--- src/rtl/fetch_pkg.sv ---
// Shared types and constants for the instruction-fetch front end.
// Entries carry the instruction word together with the PC it was fetched from.
package fetch_pkg;

   typedef struct packed {
      logic [31:0] instr;
      logic [31:0] pc;
   } fetch_entry_t;

   localparam logic [31:0] DEFAULT_RESET_PC = 32'h0000_0000;
   localparam logic [31:0] INSTR_BYTES      = 32'd4;

   function automatic logic [31:0] align_pc(input logic [31:0] pc);
      return {pc[31:2], 2'b00};
   endfunction

endpackage

--- src/rtl/fetch_queue_if.sv ---
// Fetch front-end bus: redirect input, instruction-memory request/response, decode handshake.
// master = fetch_queue side, slave = environment (memory, branch unit, decode).
interface fetch_queue_if;

   logic        redirect_valid;
   logic [31:0] redirect_pc;
   logic        imem_req;
   logic [31:0] imem_addr;
   logic        imem_gnt;
   logic        imem_rvalid;
   logic [31:0] imem_rdata;
   logic        id_valid;
   logic        id_ready;
   logic [31:0] id_instr;
   logic [31:0] id_pc;

   modport master (
      input  redirect_valid, redirect_pc, imem_gnt, imem_rvalid, imem_rdata, id_ready,
      output imem_req, imem_addr, id_valid, id_instr, id_pc
   );

   modport slave (
      output redirect_valid, redirect_pc, imem_gnt, imem_rvalid, imem_rdata, id_ready,
      input  imem_req, imem_addr, id_valid, id_instr, id_pc
   );

endinterface

--- src/rtl/fetch_fifo.sv ---
// In-order FIFO of fetch entries with flush; push visible at head one cycle later, no bypass.
// Push into a full FIFO is a caller error; pop on empty is ignored; flush overrides push/pop.
module fetch_fifo
   import fetch_pkg::*;
#(
   parameter int DEPTH = 4
) (
   input  logic                   clk,
   input  logic                   rst_n,
   input  logic                   flush,
   input  logic                   push,
   input  logic                   pop,
   input  fetch_entry_t           push_dat,
   output fetch_entry_t           head_dat,
   output logic [$clog2(DEPTH):0] count
);

   localparam int AW = $clog2(DEPTH);
   localparam int CW = AW + 1;
   localparam logic [AW-1:0] PTR_ONE = 1;
   localparam logic [CW-1:0] CNT_ONE = 1;
   localparam logic [CW-1:0] FULL    = CW'(DEPTH);

   fetch_entry_t  mem_q [DEPTH];
   logic [AW-1:0] rd_ptr_q, rd_ptr_d;
   logic [AW-1:0] wr_ptr_q, wr_ptr_d;
   logic [CW-1:0] count_q, count_d;
   logic          do_push, do_pop;

   always_comb begin
      do_push  = push && !flush;
      do_pop   = pop && !flush && (count_q != '0);
      rd_ptr_d = rd_ptr_q;
      wr_ptr_d = wr_ptr_q;
      count_d  = count_q;
      if (flush) begin
         rd_ptr_d = '0;
         wr_ptr_d = '0;
         count_d  = '0;
      end else begin
         if (do_push) wr_ptr_d = wr_ptr_q + PTR_ONE;
         if (do_pop)  rd_ptr_d = rd_ptr_q + PTR_ONE;
         case ({do_push, do_pop})
            2'b10:   count_d = count_q + CNT_ONE;
            2'b01:   count_d = count_q - CNT_ONE;
            default: count_d = count_q;
         endcase
      end
   end

   always_ff @(posedge clk or negedge rst_n) begin
      if (!rst_n) begin
         rd_ptr_q <= '0;
         wr_ptr_q <= '0;
         count_q  <= '0;
      end else begin
         rd_ptr_q <= rd_ptr_d;
         wr_ptr_q <= wr_ptr_d;
         count_q  <= count_d;
      end
   end

   // Storage is never reset; the head is zeroed while empty instead.
   always_ff @(posedge clk) begin
      if (do_push) mem_q[wr_ptr_q] <= push_dat;
   end

   assign head_dat = (count_q != '0) ? mem_q[rd_ptr_q] : '0;
   assign count    = count_q;

   a_no_overflow: assert property (@(posedge clk) disable iff (!rst_n)
      !(do_push && count_q == FULL));

endmodule

--- src/rtl/fetch_queue.sv ---
// Instruction fetch: pipelined imem requests, in-order buffering, decode valid/ready; rvalid->id_valid 1 cycle.
// Requests stop when buffered+outstanding reaches DEPTH; redirect flushes and drops stale responses.
module fetch_queue
   import fetch_pkg::*;
#(
   parameter int          DEPTH    = 4,
   parameter logic [31:0] RESET_PC = DEFAULT_RESET_PC
) (
   input  logic          clk,
   input  logic          rst_n,
   fetch_queue_if.master bus
);

   localparam int CW = $clog2(DEPTH) + 1;
   localparam logic [CW-1:0] ONE     = 1;
   localparam logic [CW-1:0] DEPTH_C = CW'(DEPTH);

   logic [31:0]   fetch_pc_q, fetch_pc_d;
   logic [31:0]   resp_pc_q, resp_pc_d;
   logic [CW-1:0] inflight_q, inflight_d;
   logic [CW-1:0] discard_q, discard_d;
   logic [CW-1:0] count;
   logic [CW-1:0] credit_used;
   logic          rsp_vld, accept, push, pop, req;
   fetch_entry_t  push_dat, head_dat;

   always_comb begin
      credit_used = count + inflight_q;
      // A response with nothing outstanding is a protocol error and is ignored.
      rsp_vld     = bus.imem_rvalid && (inflight_q != '0);
      req         = rst_n && !bus.redirect_valid && (credit_used < DEPTH_C);
      accept      = req && bus.imem_gnt;
      push        = rsp_vld && (discard_q == '0) && !bus.redirect_valid;
      pop         = (count != '0) && bus.id_ready && !bus.redirect_valid;
      push_dat.instr = bus.imem_rdata;
      push_dat.pc    = resp_pc_q;
   end

   always_comb begin
      fetch_pc_d = fetch_pc_q;
      resp_pc_d  = resp_pc_q;
      inflight_d = inflight_q;
      discard_d  = discard_q;
      if (accept) begin
         fetch_pc_d = fetch_pc_q + INSTR_BYTES;
         inflight_d = inflight_d + ONE;
      end
      if (rsp_vld) inflight_d = inflight_d - ONE;
      if (bus.redirect_valid) begin
         // Everything still outstanding after this cycle belongs to the old stream.
         fetch_pc_d = align_pc(bus.redirect_pc);
         resp_pc_d  = align_pc(bus.redirect_pc);
         discard_d  = inflight_q - (rsp_vld ? ONE : '0);
      end else if (rsp_vld) begin
         if (discard_q != '0) discard_d = discard_q - ONE;
         else                 resp_pc_d = resp_pc_q + INSTR_BYTES;
      end
   end

   always_ff @(posedge clk or negedge rst_n) begin
      if (!rst_n) begin
         fetch_pc_q <= RESET_PC;
         resp_pc_q  <= RESET_PC;
         inflight_q <= '0;
         discard_q  <= '0;
      end else begin
         fetch_pc_q <= fetch_pc_d;
         resp_pc_q  <= resp_pc_d;
         inflight_q <= inflight_d;
         discard_q  <= discard_d;
      end
   end

   fetch_fifo #(.DEPTH(DEPTH)) u_fifo (
      .clk      (clk),
      .rst_n    (rst_n),
      .flush    (bus.redirect_valid),
      .push     (push),
      .pop      (pop),
      .push_dat (push_dat),
      .head_dat (head_dat),
      .count    (count)
   );

   assign bus.imem_req  = req;
   assign bus.imem_addr = fetch_pc_q;
   assign bus.id_valid  = (count != '0);
   assign bus.id_instr  = head_dat.instr;
   assign bus.id_pc     = head_dat.pc;

   a_rvalid_has_inflight: assert property (@(posedge clk) disable iff (!rst_n)
      bus.imem_rvalid |-> (inflight_q != '0));

endmodule

--- src/flat_wrapper.sv ---
// flat-port wrapper written by rule: the top's interface ports become plain ports
module fetch_queue_flat import fetch_pkg::*;
#(
   parameter int          DEPTH    = 4,
   parameter logic [31:0] RESET_PC = DEFAULT_RESET_PC
)
  (clk, rst_n, bus_redirect_valid, bus_redirect_pc, bus_imem_gnt, bus_imem_rvalid, bus_imem_rdata, bus_id_ready, bus_imem_req, bus_imem_addr, bus_id_valid, bus_id_instr, bus_id_pc);
  fetch_queue_if bus_i ();
  input  logic clk;
  input  logic rst_n;
  input wire logic [$bits(bus_i.redirect_valid)-1:0] bus_redirect_valid;
  input wire logic [$bits(bus_i.redirect_pc)-1:0] bus_redirect_pc;
  input wire logic [$bits(bus_i.imem_gnt)-1:0] bus_imem_gnt;
  input wire logic [$bits(bus_i.imem_rvalid)-1:0] bus_imem_rvalid;
  input wire logic [$bits(bus_i.imem_rdata)-1:0] bus_imem_rdata;
  input wire logic [$bits(bus_i.id_ready)-1:0] bus_id_ready;
  output wire logic [$bits(bus_i.imem_req)-1:0] bus_imem_req;
  output wire logic [$bits(bus_i.imem_addr)-1:0] bus_imem_addr;
  output wire logic [$bits(bus_i.id_valid)-1:0] bus_id_valid;
  output wire logic [$bits(bus_i.id_instr)-1:0] bus_id_instr;
  output wire logic [$bits(bus_i.id_pc)-1:0] bus_id_pc;
  assign bus_i.redirect_valid = bus_redirect_valid;
  assign bus_i.redirect_pc = bus_redirect_pc;
  assign bus_i.imem_gnt = bus_imem_gnt;
  assign bus_i.imem_rvalid = bus_imem_rvalid;
  assign bus_i.imem_rdata = bus_imem_rdata;
  assign bus_i.id_ready = bus_id_ready;
  assign bus_imem_req = bus_i.imem_req;
  assign bus_imem_addr = bus_i.imem_addr;
  assign bus_id_valid = bus_i.id_valid;
  assign bus_id_instr = bus_i.id_instr;
  assign bus_id_pc = bus_i.id_pc;
  fetch_queue #(.DEPTH(DEPTH), .RESET_PC(RESET_PC)) u_core (.clk(clk), .rst_n(rst_n), .bus(bus_i));
endmodule
--- config.mk ---
export PLATFORM = sky130hd
export DESIGN_NAME = fetch_queue_flat
export DESIGN_NICKNAME = d
export VERILOG_FILES = /design/src/rtl/fetch_pkg.sv /design/src/rtl/fetch_queue_if.sv /design/src/rtl/fetch_fifo.sv /design/src/rtl/fetch_queue.sv /design/src/flat_wrapper.sv
export SDC_FILE = /design/constraint.sdc
export NUM_CORES = 1
export LEC_CHECK = 0
export BUFFER_PORTS_ARGS = -buffer_cell sky130_fd_sc_hd__clkbuf_2
export CORE_MARGIN = 5
export CORE_UTILIZATION = 40
export DETAILED_ROUTE_END_ITERATION = 10
export PLACE_DENSITY = 0.6
export SYNTH_ARGS = -nofsm -noshare
export SYNTH_HDL_FRONTEND = slang
export SYNTH_HIERARCHICAL = 1
export SYNTH_SLANG_ARGS = --single-unit
--- constraint.sdc ---
create_clock -name clk -period 5.55 [get_ports clk]
set_input_delay 0.2775 -clock clk [delete_from_list [all_inputs] [get_ports clk]]
set_output_delay 0.2775 -clock clk [all_outputs]
set_load 0.005 [all_outputs]
-- After elaboration in Yosys (flattened, before gate mapping)
Memories as Yosys holds them, arrays and structs flattened.
Cells that the tools add are included.
- bits in registers: 77
- latch bits: 0
- bits in writable memories: 256
- ROM bits: 0
- output and inout bits: 98
- word-level logic and storage cells: 67
- memories kept: 1
- add/subtract/negate cells: 11
- $mul: 0
- div/mod/pow operators: 0
- order comparisons: 1
- equality and inequality tests: 3
- shift operators: 0
- multiplexer cells: 20
- bitwise operators: 0
- reductions and logical operators: 24
- memory list (name ; words ; bits a word ; read ports ; clocked after memory_dff ; write ports ; line ; text):
    u_core.u_fifo.mem_q ; 4 ; 64 ; 1 ; 0 ; 1 ; fetch_fifo.sv:24 ; fetch_entry_t mem_q [DEPTH];
- operators with widths (cell ; count):
    $mux W32 ; 5
    $add A32 B3 Y32 const B ; 2
    $mux W64 ; 1
    $mux W3 ; 6
    $reduce_bool A3 Y1 ; 4
    $logic_and A1 B1 Y1 ; 11
    $reduce_bool A2 Y1 ; 5
    $sub A3 B1 Y3 const B ; 3
    $mux W2 ; 4
    $add A3 B1 Y3 const B ; 2
    $pmux W3 S2 ; 1
    $add A2 B1 Y2 const B ; 2
    $reduce_and A2 Y1 ; 2
    $add A3 B3 Y3 ; 1
    $logic_not A3 Y1 ; 1
    $lt A3 B3 Y1 const B ; 1
    $mux W1 ; 3
    $sub A3 B3 Y3 ; 1
    $eq A2 B1 Y1 const B ; 1
    $eq A2 B2 Y1 const B ; 1
    $ne A2 B2 Y1 const B ; 1
    $logic_not A1 Y1 ; 1

-- Longest topological paths before layout
- word-level depth: 8
- gate-level depth with buffers: 12
- mapped depth without buffers: 10

-- By module
The synthesis kept the hierarchy.
- by module, submodules not included (module ; instances ; cells each ; area an instance (µm²) ; seq. area each (µm²)):
    fetch_fifo ; 1 ; 452 ; 10152.2 ; 7862.5
    fetch_queue ; 1 ; 413 ; 4106.4 ; 1651.6

-- Least setup slack after synthesis
OpenSTA, ideal clock, no wires.
- kind: flip-flop to flip-flop
- start point: register u_core.inflight_q[0]
- end point: memory u_core/u_fifo/mem_q[0][0] in the netlist's numbering (enable)
- arrival time: 3448 ps
- data required time: 5121 ps
- setup slack: 1673 ps
- stages on the path, launching flop included: 10
- clock period less this slack: 3877 ps
- path through: dfrtp_1 > inv_1 > ha_1 > nor2b_1 > or3b_2 > clkbuf_1 > nor2_1 > buf_2 > nor2b_1 > and2_1
- cells in the longest elaborated chain, start to end: 7
- ends and longest elaborated chain (element ; line ; text):
    from (decl) ; fetch_queue.sv:20 ; logic [CW-1:0] inflight_q, inflight_d;
    from (signal assigned) ; fetch_queue.sv:69 ; inflight_q <= inflight_d;
    $reduce_bool A3 Y1 ; fetch_queue.sv:30 ; rsp_vld = bus.imem_rvalid && (inflight_q != '0);
    $logic_and A1 B1 Y1 ; fetch_queue.sv:30 ;
    $logic_and A1 B1 Y1 (2 in series) ; fetch_queue.sv:33 ; push = rsp_vld && (discard_q == '0) && !bus.redirect_valid;
    net u_core.push ; fetch_queue.sv:24 ; logic rsp_vld, accept, push, pop, req;
    $logic_and A1 B1 Y1 ; fetch_fifo.sv:31 ; do_push = push && !flush;
    $mux W1 ; fetch_fifo.sv:65 ; if (do_push) mem_q[wr_ptr_q] <= push_dat;
    $mux W1 (not written as such) ; fetch_fifo.sv:65 ;
    to (decl) ; fetch_fifo.sv:24 ;
The timed path passes the listed nets, and every way through them passes these cells.

-- Final worst setup path
- start point: register u_core.inflight_q[0]
- end point: memory u_core/u_fifo/mem_q[2][22] in the netlist's numbering (enable)
The elaborated chain is that of the path after synthesis.

==> impl_metrics.env <==
export IMPL_run_status="finished clean"
export IMPL_worst_pin_slew_ps=1110
export IMPL_die_height_um=199
export IMPL_p_sw_frac=0.233
export IMPL_slew_violations=0
export IMPL_grt_usage=0.165
export IMPL_grt_first_pass_wirelength_um=50400
export IMPL_start_kind="flip-flop"
export IMPL_crit_arrival_ps=3510
export IMPL_fin_crit_sh=0.611
export IMPL_rsz0062_at_grt="false"
export IMPL_p_sw_uw=1430
export IMPL_ant_nets=0
export IMPL_maxCapViolCount=0
export IMPL_start_util=0.403
export IMPL_via_per_inst=5.30
export IMPL_slew_headroom=0.257
export IMPL_cp_required_ps=5670
export IMPL_hpwl_um=19900
export IMPL_ys_warn_count=6
export IMPL_grt_pass1_vias=8688
export IMPL_critPathCaptureType="flip-flop"
export IMPL_synthCells=865
export IMPL_avgSynthCellArea_um2=16.5
export IMPL_firstDrtPassIters=5
export IMPL_cts_buffers=37
export IMPL_max_clock_freq_mhz=295
export IMPL_finalNonFillerCells=1567
export IMPL_htreeDepth=2
export IMPL_stdcell_area_um2=17200
export IMPL_antenna_found_initial=1
export IMPL_dpl_cell_area_um2=15500
export IMPL_cts_tree="done"
export IMPL_path_class="reg -> reg"
export IMPL_cp_max_fo=64
export IMPL_gp_congestion=0.740
export IMPL_ys_seq_area_frac=0.667
export IMPL_die_x_um=199
export IMPL_netlist_cell_type_count=65
export IMPL_post_cts_resized=0
export IMPL_finClkSkew_ps=29.4
export IMPL_ys_flop_type="edfxtp_1"
export IMPL_cts_sinks=329
export IMPL_ctsRootBufferMaster="clkbuf_16"
export IMPL_routed_wl_um=32900
export IMPL_coreArea_um2=35400
export IMPL_finalSetupTns_ps=0
export IMPL_leakagePower_uw=0.00612
export IMPL_drt_iter0_drc=383
export IMPL_cts_buffer_depth=3
export IMPL_rows=69
export IMPL_nets=1161
export IMPL_p_int_uw=4710
export IMPL_cts_clk_slew_worst_paths_ps=60
export IMPL_hp_class="in -> reg"
export IMPL_numPortBuffers=163
export IMPL_grt_ovfl_total=0
export IMPL_p_comb_frac=0.102
export IMPL_power_frac_clock=0.425
export IMPL_vdd_drop_max_mv=0.194
export IMPL_drc_errors=0
export IMPL_ys_seq_elements=329
export IMPL_wl_per_cell_um=21.0
export IMPL_seq_power_share=0.473
export IMPL_cts_setup_buffers=0
export IMPL_holdBufCountCts=35
export IMPL_power_density_nw_per_um2=357
export IMPL_io_pins=168
export IMPL_finalSetupViolCount=0
export IMPL_grt_max_degree=68
export IMPL_finalCriticalPeriod_ps=3390
export IMPL_place_inst=1463
export IMPL_syn2layout_area_growth_pct=20.6
export IMPL_via_count=8305
export IMPL_hold_violations=0
export IMPL_insertion_delay_ps=520
export IMPL_ys_async_sr_fraction=0.222
export IMPL_dieArea_um2=39500
export IMPL_drive_gt1_frac=0.313
export IMPL_synth_edf_count=256
export IMPL_netlist_area_um2=14300
path summary, 6_finish.rpt:
| kind | start | end | slack (ps) | cells past startpoint |
|---|---|---|---|---|
| hold / removal | bus_redirect_pc[10] | u_core/resp_pc_q[10] | 10 | 2 |
| hold reg to reg | u_core/discard_q[1] | u_core/discard_q[1] | 570 | 2 |
| min in group asynchronous | rst_n | u_core/bus.imem_addr[7] | 230 | 2 |
| setup / recovery | u_core/inflight_q[0] | u_core/u_fifo/mem_q[2][22] | 2160 | 8 |
| setup reg to reg | u_core/inflight_q[0] | u_core/u_fifo/mem_q[2][22] | 2160 | 8 |
| max in group asynchronous | rst_n | u_core/resp_pc_q[20] | 4260 | 3 |
power by group through the flow:
stage	Sequential, uW	Clock (uW)	Combinational (uW)
floorplan	2920	0	384
global placement	2950	0	602
detailed placement	2950	0	610
CTS	2910	2680	634
global route	2920	2790	699
finish	2910	2610	629
sequential cells by signal, summed over array words and instances (netlist names):
register and flops:
u_core/bus.imem_addr 30, u_core/discard_q 3, u_core/inflight_q 3, u_core/resp_pc_q 30, u_core/u_fifo/count 3, u_core/u_fifo/mem_q 256, u_core/u_fifo/rd_ptr_q 2, u_core/u_fifo/wr_ptr_q 2
worst max-delay path: stages, from the launching register on:
cell and delay, ps:
dfrtp_1 440, inv_1 90, ha_1 220, nor2b_1 150
or3b_2 530, nor2_1 110, buf_4 200, nor2b_1 280
and2_4 930
layout make-up:
type / instances / area (um^2)
antenna: 1 / 2.50
clock buffer: 45 / 998
clock inverter: 23 / 317
fill: 3103 / 18200
inverter: 18 / 67.6
multi-input combinational: 484 / 4490
sequential: 329 / 9520
tap: 461 / 577
timing repair buffer: 206 / 1230
per-stage QoR:
stage	util	hold WS, ps	worst slack, ps	power, uW
detailed placement	0.439	249	2210	3560
CTS	0.486	2.17	2090	6220
finish	0.486	13.2	2160	6140
global route	0.486	0.0296	1930	6410
floorplan	-	-18.1	1670	3300
global placement	0.439	254	2200	3550
cell usage in the layout (no fill, tap or decap), types with 30 or more instances in the layout:
| master | synthesis | layout |
|---|---|---|
| clkbuf_16 | 0 | 39 |
| clkbuf_2 | 0 | 162 |
| dfrtp_1 | 73 | 71 |
| dlygate4sd3_1 | 0 | 35 |
| edfxtp_1 | 256 | 256 |
| mux2_2 | 36 | 36 |
| mux4_2 | 64 | 64 |
| nor2b_1 | 67 | 67 |
| xnor2_1 | 30 | 30 |
| xor2_1 | 31 | 30 |
layer usage:
metal  vias to the layer above  global-route usage  part of all wire
li1                       3763                   -                 -
met2                       218               0.272              0.49
met5                         -                   0           0.00040
met1                      4264               0.222              0.43
met4                         2              0.0456             0.024
met3                        58              0.0362             0.056
Yosys cell counts, types with 2 or more instances:
cell | n | area (um^2)
nand2b_1 | 6 | 37.5
o21ai_1 | 3 | 15.0
buf_4 | 6 | 45.0
nand3_1 | 27 | 135
mux2_2 | 36 | 405
clkbuf_1 | 20 | 75.1
or4_1 | 4 | 30.0
and4_1 | 5 | 43.8
mux4_2 | 64 | 1440
ha_1 | 14 | 175
mux2i_1 | 5 | 50.1
inv_1 | 17 | 63.8
nor4b_1 | 3 | 26.3
a21oi_1 | 9 | 45.0
o21ai_0 | 4 | 20.0
o31ai_1 | 2 | 15.0
buf_6 | 5 | 56.3
and3_1 | 10 | 62.6
nand4_1 | 15 | 93.8
nor2_1 | 22 | 82.6
or4b_1 | 2 | 20.0
and2_1 | 5 | 31.3
a211oi_1 | 2 | 15.0
a31oi_1 | 5 | 31.3
buf_2 | 10 | 50.1
or3_1 | 6 | 37.5
nor4_1 | 22 | 138
a21boi_1 | 4 | 30.0
xnor2_1 | 30 | 263
edfxtp_1 | 256 | 7690
nand2_1 | 21 | 78.8
and3b_1 | 2 | 17.5
nor3b_1 | 3 | 22.5
o31a_1 | 6 | 52.6
nor3_1 | 16 | 80.1
nor2b_1 | 67 | 419
xor2_1 | 31 | 272
dfrtp_1 | 73 | 1830
kinds of logic (layout without fill, tap and decap cells):
family / Yosys count / after routing / synth area share
xor gates and xnor gates: 62 / 62 / 0.0386
buffers and inverters: 61 / 292 / 0.0218
adders and majority gates: 15 / 15 / 0.0137
DFF: 329 / 329 / 0.667
other: 1 / 11 / 0.000263
muxes: 106 / 106 / 0.134
AOI/OAI and AO/OA: 44 / 44 / 0.0221
and+or+nand+nor: 247 / 247 / 0.102
(Power assumes the default switching activity.)
